### src/rtl/av_config_sequencer.sv
// av_config_sequencer: boot-time writer for the codec/decoder 2-wire config bus.
// Walks an external table of {dev_addr, reg, data} words and sends each one as a
// START, three byte+ACK slots, STOP write. SDAT is open-drain via sdat_oe.
// Optional build macro AV_CONFIG_RETRY_EN: re-send a NACKed entry up to MAX_RETRY times.
module av_config_sequencer #(
  parameter int NUM_CMDS    = 16,
  parameter int QUARTER_DIV = 125,
  parameter int MAX_RETRY   = 3
) (
  input  logic                                           clk,
  input  logic                                           reset,
  input  logic                                           start,
  output logic [((NUM_CMDS > 1) ? $clog2(NUM_CMDS) : 1)-1:0] cmd_index,
  input  logic [23:0]                                    cmd_word,
  output logic                                           busy,
  output logic                                           done,
  output logic                                           nack_error,
  output logic                                           av_config_SCLK,
  output logic                                           sdat_oe,
  input  logic                                           sdat_in
);
  localparam int IW = (NUM_CMDS > 1) ? $clog2(NUM_CMDS) : 1;
  localparam int QW = (QUARTER_DIV > 1) ? $clog2(QUARTER_DIV) : 1;
  localparam logic [IW-1:0] LAST_IDX  = IW'(NUM_CMDS - 1);
  localparam logic [QW-1:0] QTR_LAST  = QW'(QUARTER_DIV - 1);
  localparam logic [3:0]    ACK_SLOT  = 4'd8;
  localparam logic [1:0]    LAST_BYTE = 2'd2;

  if (NUM_CMDS < 1 || QUARTER_DIV < 2 || MAX_RETRY < 0) begin : g_bad_params
    $error("av_config_sequencer: illegal parameter value");
  end

  typedef enum logic [2:0] {
    S_IDLE, S_LOAD, S_START, S_BIT, S_STOP, S_NEXT, S_DONE
  } state_t;

  state_t        state_q, state_d;
  logic [QW-1:0] qcnt_q, qcnt_d;
  logic [1:0]    phase_q, phase_d;
  logic [3:0]    bit_cnt_q, bit_cnt_d;
  logic [1:0]    byte_cnt_q, byte_cnt_d;
  logic          ack_fail_q, ack_fail_d;
  logic [IW-1:0] idx_q, idx_d;
  logic          busy_q, busy_d;
  logic          done_q, done_d;
  logic          nack_q, nack_d;
  logic [23:0]   shift_q, shift_d;
  logic          bit_q, bit_d;

  logic tick, qtr_end, ack_slot, last_entry, retry_now;

  // A quarter ends when the divider wraps; a bit period ends on the fourth quarter.
  assign tick       = (qcnt_q == QTR_LAST);
  assign qtr_end    = tick && (phase_q == 2'd3);
  assign ack_slot   = (bit_cnt_q == ACK_SLOT);
  assign last_entry = (idx_q == LAST_IDX);

`ifdef AV_CONFIG_RETRY_EN
  localparam int RW = (MAX_RETRY > 0) ? $clog2(MAX_RETRY + 1) : 1;
  localparam logic [RW-1:0] RETRY_MAX = RW'(MAX_RETRY);
  logic [RW-1:0] retry_q, retry_d;

  assign retry_now = (state_q == S_NEXT) && ack_fail_q && (retry_q < RETRY_MAX);

  // Re-send count for the current entry; cleared whenever the walk moves past it.
  always_comb begin
    retry_d = retry_q;
    if (retry_now)
      retry_d = retry_q + 1'b1;
    else if (state_q == S_NEXT)
      retry_d = '0;
  end

  // Retry counter register.
  always_ff @(posedge clk or posedge reset) begin
    if (reset) retry_q <= '0;
    else       retry_q <= retry_d;
  end
`else
  assign retry_now = 1'b0;
`endif

  // Next-state logic: one write transaction per table entry.
  always_comb begin
    state_d = state_q;
    case (state_q)
      S_IDLE:  if (start) state_d = S_LOAD;
      S_LOAD:  state_d = S_START;
      S_START: if (qtr_end) state_d = S_BIT;
      S_BIT:   if (qtr_end && ack_slot && byte_cnt_q == LAST_BYTE) state_d = S_STOP;
      S_STOP:  if (qtr_end) state_d = S_NEXT;
      S_NEXT:  state_d = (retry_now || !last_entry) ? S_LOAD : S_DONE;
      S_DONE:  state_d = S_IDLE;
      default: state_d = S_IDLE;
    endcase
  end

  // Quarter timing, bit/byte counters, shift register, table index and status flags.
  always_comb begin
    qcnt_d     = '0;
    phase_d    = '0;
    shift_d    = shift_q;
    bit_d      = bit_q;
    bit_cnt_d  = bit_cnt_q;
    byte_cnt_d = byte_cnt_q;
    ack_fail_d = ack_fail_q;
    idx_d      = idx_q;
    busy_d     = busy_q;
    done_d     = done_q;
    nack_d     = nack_q;
    // Timing restarts from Q0 on every state change and holds at zero in IDLE.
    if (state_q != S_IDLE && state_d == state_q) begin
      qcnt_d  = tick ? '0 : qcnt_q + 1'b1;
      phase_d = tick ? phase_q + 2'd1 : phase_q;
    end
    case (state_q)
      S_IDLE: begin
        if (start) begin
          busy_d = 1'b1;
          done_d = 1'b0;
          nack_d = 1'b0;
          idx_d  = '0;
        end
      end
      S_LOAD: begin
        shift_d    = cmd_word;
        bit_cnt_d  = '0;
        byte_cnt_d = '0;
        ack_fail_d = 1'b0;
      end
      S_BIT: begin
        // Hold the current data bit for Q1..Q3 while the register advances.
        if (!ack_slot && phase_q == 2'd0 && tick) begin
          bit_d   = shift_q[23];
          shift_d = {shift_q[22:0], 1'b0};
        end
        if (ack_slot && qtr_end && sdat_in)
          ack_fail_d = 1'b1;
        if (qtr_end) begin
          if (ack_slot) begin
            bit_cnt_d  = '0;
            byte_cnt_d = byte_cnt_q + 2'd1;
          end else begin
            bit_cnt_d = bit_cnt_q + 4'd1;
          end
        end
      end
      S_NEXT: begin
        if (!retry_now) begin
          if (ack_fail_q)
            nack_d = 1'b1;
          if (last_entry) begin
            busy_d = 1'b0;
            done_d = 1'b1;
            idx_d  = '0;
          end else begin
            idx_d = idx_q + 1'b1;
          end
        end
      end
      default: ;
    endcase
  end

  // Bus pin decode; everywhere outside START/BIT/STOP the bus idles SCLK high, SDAT released.
  always_comb begin
    av_config_SCLK = 1'b1;
    sdat_oe        = 1'b0;
    case (state_q)
      S_START: sdat_oe = phase_q[1];
      S_BIT: begin
        av_config_SCLK = phase_q[1];
        if (!ack_slot)
          sdat_oe = (phase_q == 2'd0) ? ~shift_q[23] : ~bit_q;
      end
      S_STOP: begin
        av_config_SCLK = phase_q[1];
        sdat_oe        = (phase_q != 2'd3);
      end
      default: ;
    endcase
  end

  // Control registers: FSM, timing, counters and status.
  always_ff @(posedge clk or posedge reset) begin
    if (reset) begin
      state_q    <= S_IDLE;
      qcnt_q     <= '0;
      phase_q    <= '0;
      bit_cnt_q  <= '0;
      byte_cnt_q <= '0;
      ack_fail_q <= 1'b0;
      idx_q      <= '0;
      busy_q     <= 1'b0;
      done_q     <= 1'b0;
      nack_q     <= 1'b0;
    end else begin
      state_q    <= state_d;
      qcnt_q     <= qcnt_d;
      phase_q    <= phase_d;
      bit_cnt_q  <= bit_cnt_d;
      byte_cnt_q <= byte_cnt_d;
      ack_fail_q <= ack_fail_d;
      idx_q      <= idx_d;
      busy_q     <= busy_d;
      done_q     <= done_d;
      nack_q     <= nack_d;
    end
  end

  // Data registers; their contents only reach the pins inside BIT, after LOAD has filled them.
  always_ff @(posedge clk) begin
    shift_q <= shift_d;
    bit_q   <= bit_d;
  end

  assign cmd_index  = idx_q;
  assign busy       = busy_q;
  assign done       = done_q;
  assign nack_error = nack_q;

endmodule

### config.mk
export PLATFORM = sky130hd
export DESIGN_NAME = av_config_sequencer
export DESIGN_NICKNAME = d
export VERILOG_FILES = /design/src/rtl/av_config_sequencer.sv
export SDC_FILE = /design/constraint.sdc
export NUM_CORES = 1
export LEC_CHECK = 0
export ABC_AREA = 1
export ABC_CLOCK_PERIOD_IN_PS = 2640
export CAP_MARGIN = 20
export CORE_MARGIN = 2
export CORE_UTILIZATION = 46
export CTS_BUF_LIST = sky130_fd_sc_hd__clkbuf_2 sky130_fd_sc_hd__clkbuf_4 sky130_fd_sc_hd__clkbuf_8
export DETAILED_ROUTE_END_ITERATION = 8
export HOLD_SLACK_MARGIN = 0.03
export PLACE_DENSITY = 0.69
export SLEW_MARGIN = 0
export SYNTH_ARGS = -nofsm -noshare
export SYNTH_HDL_FRONTEND = slang
export SYNTH_SLANG_ARGS = --single-unit
export TNS_END_PERCENT = 5
### constraint.sdc
create_clock -name clk -period 2.64 [get_ports clk]
set_input_delay 0.396 -clock clk [delete_from_list [all_inputs] [get_ports clk]]
set_output_delay 0.396 -clock clk [all_outputs]
set_load 0.005 [all_outputs]
==> impl_metrics.tcl <==
set metrics [dict create \
    ant_nets 0 \
    critPathMaxFanout 4 \
    cts_setup_buffers 0 \
    grt_pass1_wl_um 7840 \
    r2r-start "bit_cnt_q[0]" \
    worstSetupPathType "reg -> out" \
    peakVddDrop_mv 0.301 \
    cp_slowest_cell "clkdlybuf4s50_1" \
    fin_crit_sh_pct 91.0 \
    finalCriticalPeriod_ps 2400 \
    fmax_mhz 416 \
    r2r-end "shift_q[5]" \
    crit_path_max_incr_delay_ps 530 \
    final-setup-viol-count 0 \
    ctsHoldBuffers 0 \
    rrSetupSlack_ps 550 \
    synth_area_leaders "edfxtp_1 30%, dfrtp_1 26%, nand2_1 16%, nor2_1 4.3%, inv_1 4.0%" \
    finalSetupTns_ps 0 \
    multi_input_area_um2 970 \
    cts.path.max_buffers 2 \
    cp_common_cell "inv_1" \
    critPathTopFamily "buffers and inverters" \
    vias 1893 \
    place_hpwl_um 3180 \
    holdWs_ps 437 \
    dieArea_um2 6050 \
    place.gp.congestion 0.816 \
    hp-class "in -> async" \
    io_buffers 36 \
    core_area_um2 5170 \
    finalMaxSlewViolations 0 \
    status "complete, no violations" \
    synth.distinct_cells 27 \
    die_h_um 77.8 \
    routed_wl_um 4400 \
    register_area_um2 1400 \
    avgSynthCellArea_um2 8.82 \
    skew_ps 4.53 \
    yosysSeqAreaShare_pct 55.9 \
    cts_inserted_buffers 5 \
    cts_resized 0 \
    p_per_area_nw_per_um2 439 \
    viasPerCell 4.78 \
    nets 361 \
    area_growth_pct 21.2 \
    cp-start-kind "register" \
    relSlewSlack_pct 63.6 \
    route.detailed.drc 0 \
    netlist_top_cells_count "105 x nand2_1, 29 x nor2_1, 27 x inv_1, 26 x dfrtp_1, 25 x edfxtp_1" \
    antenna_found_initial 0 \
    hold_viol_final 0 \
    synth_most_common_cell "nand2_1" \
    rsz0062_at_grt "no" \
    first_global_vias 1806 \
    grt-ovfl-total 0 \
    antenna_cells 0 \
    rows 26 \
    yosysWarnings 0 \
    synth_cells 284 \
    grt_use_total_pct 16.3 \
    drive_above_1_share_pct 7.36 \
    p_leak_nw 1.40 \
    async_reset_ff_share_pct 51.0 \
    ys_seq_elements 51 \
    nFillCells 485 \
    dieWidth_um 77.8 \
    synth_ff_type "dfrtp_1" \
    max_cap_viol_count 0 \
    cp.arrival_ps 2010 \
    clkTransAtPathRegs_ps 80 \
    dr.pass1.iters 6 \
    synth-edff-count 25 \
    cts_tree "built" \
    crit_path_cell_trace "inv_1 -> ha_1 -> nand3_1 -> inv_1 -> nor2_1 -> o21ai_0 -> o221ai_1 -> clkdlybuf4s50_1" \
    syn-num-nets 320 \
    avgRoutedWirePerCell_um 11.1 \
    r2r_cells 8 \
    drtIter0Drc 101 \
    clk_latency_ps 300 \
    pin_count 37 \
    netlist_area_um2 2510 \
    start_util_pct 48.5 \
    end_kind "primary output" \
    synth_top_area_share_pct 30.0 \
    htree_levels 2 \
    yosysTopAreaCell "edfxtp_1" \
    worstMarginPinSlew_ps 546 \
    grt_max_degree 30 \
    required_ps 2240 \
    cts_sinks 51 \
    cts_root_buf "clkbuf_8" \
    critPathBufInv 3 \
]
-- kinds of logic after synthesis --
kind of cell	count (synthesis)	share of synthesized area (%)
compound gates	16	4.29
xor+xnor	6	2.10
fa+ha+maj	8	3.99
buf+inv	35	5.39
flops	51	55.9
simple gates	168	28.3
-- per-stage QoR --
step	setup slack (ps)	cell area, um^2	util (%)	std cells	power [mW]
after global routing	70.1	3040	58.7	396	1.39
after floorplan	821	2510	-	284	0.872
final	239	3040	58.7	396	1.33
after global placement	584	2950	57.1	388	0.918
after detailed placement	535	2950	57.1	388	0.919
after CTS	220	3040	58.7	396	1.35
-- power breakdown --
part / total [mW] / internal, mW / switching, mW
Combinational: 0.0662 / 0.0441 / 0.0220
Clock: 0.433 / 0.192 / 0.241
Sequential: 0.835 / 0.834 / 0.000505
-- worst max-delay path by stage --
| stage | cells past startpoint | startpoint | slack (ps) | to |
|---|---|---|---|---|
| final | 8 | bit_cnt_q[0] | 240 | sdat_oe |
| after global placement | 8 | bit_cnt_q[0] | 580 | sdat_oe |
| after CTS | 8 | bit_cnt_q[0] | 220 | sdat_oe |
| after global routing | 8 | bit_cnt_q[0] | 70 | sdat_oe |
| after floorplan | 8 | bit_cnt_q[0] | 820 | shift_q[0] |
| after detailed placement | 8 | bit_cnt_q[0] | 530 | shift_q[7] |
-- state kept, by name (all words and copies together) (netlist names) --
name        flops
qcnt_q          7
cmd_index       4
done            1
shift_q        24
ack_fail_q      1
bit_q           1
phase_q         2
nack_error      1
bit_cnt_q       4
byte_cnt_q      2
busy            1
state_q         3
-- layer usage --
layer,part of all wire [%],wire (um),GRT usage [%]
met4,1.3,59,5.36
met1,48,2120,20.9
met5,0,0,0
met3,4.6,204,4.19
met2,46,2020,27.0
-- tightest hold or removal path, delay by kind of cell --
family	cells	cell delay [ps]
buf+inv	3	750
-- cell type report --
type | instances | share of cell area, %
sequential | 51 | 46.1
inverter | 30 | 3.71
multi-input combinational | 198 | 31.9
clock buffer | 6 | 2.51
timing repair buffer | 39 | 12.6
tap | 70 | 2.88
clock inverter | 2 | 0.247
-- cell usage in the layout (no fill, tap or decap) --
cell type | synthesis | routed
o22ai_1 | 2 | 2
o211ai_1 | 1 | 1
inv_2 | 3 | 3
o31ai_2 | 1 | 1
clkbuf_4 | 0 | 1
nand4_1 | 3 | 3
dfrtp_1 | 26 | 26
nor2_2 | 2 | 2
o221ai_1 | 1 | 1
nor3_2 | 1 | 1
nand3_2 | 3 | 3
buf_4 | 0 | 3
o21ai_4 | 1 | 1
or2_2 | 2 | 2
inv_1 | 27 | 27
o21ai_0 | 7 | 7
edfxtp_1 | 25 | 25
a21oi_1 | 3 | 3
clkinv_1 | 0 | 2
clkdlybuf4s50_1 | 0 | 36
nand3_1 | 18 | 18
xnor2_1 | 1 | 1
xor2_1 | 5 | 5
clkbuf_8 | 0 | 5
ha_1 | 8 | 8
nor2_1 | 29 | 29
nand3b_1 | 2 | 2
nand2_2 | 2 | 2
nand2_1 | 105 | 105
nor3_1 | 1 | 1
Power figures use the tool's default switching activity.
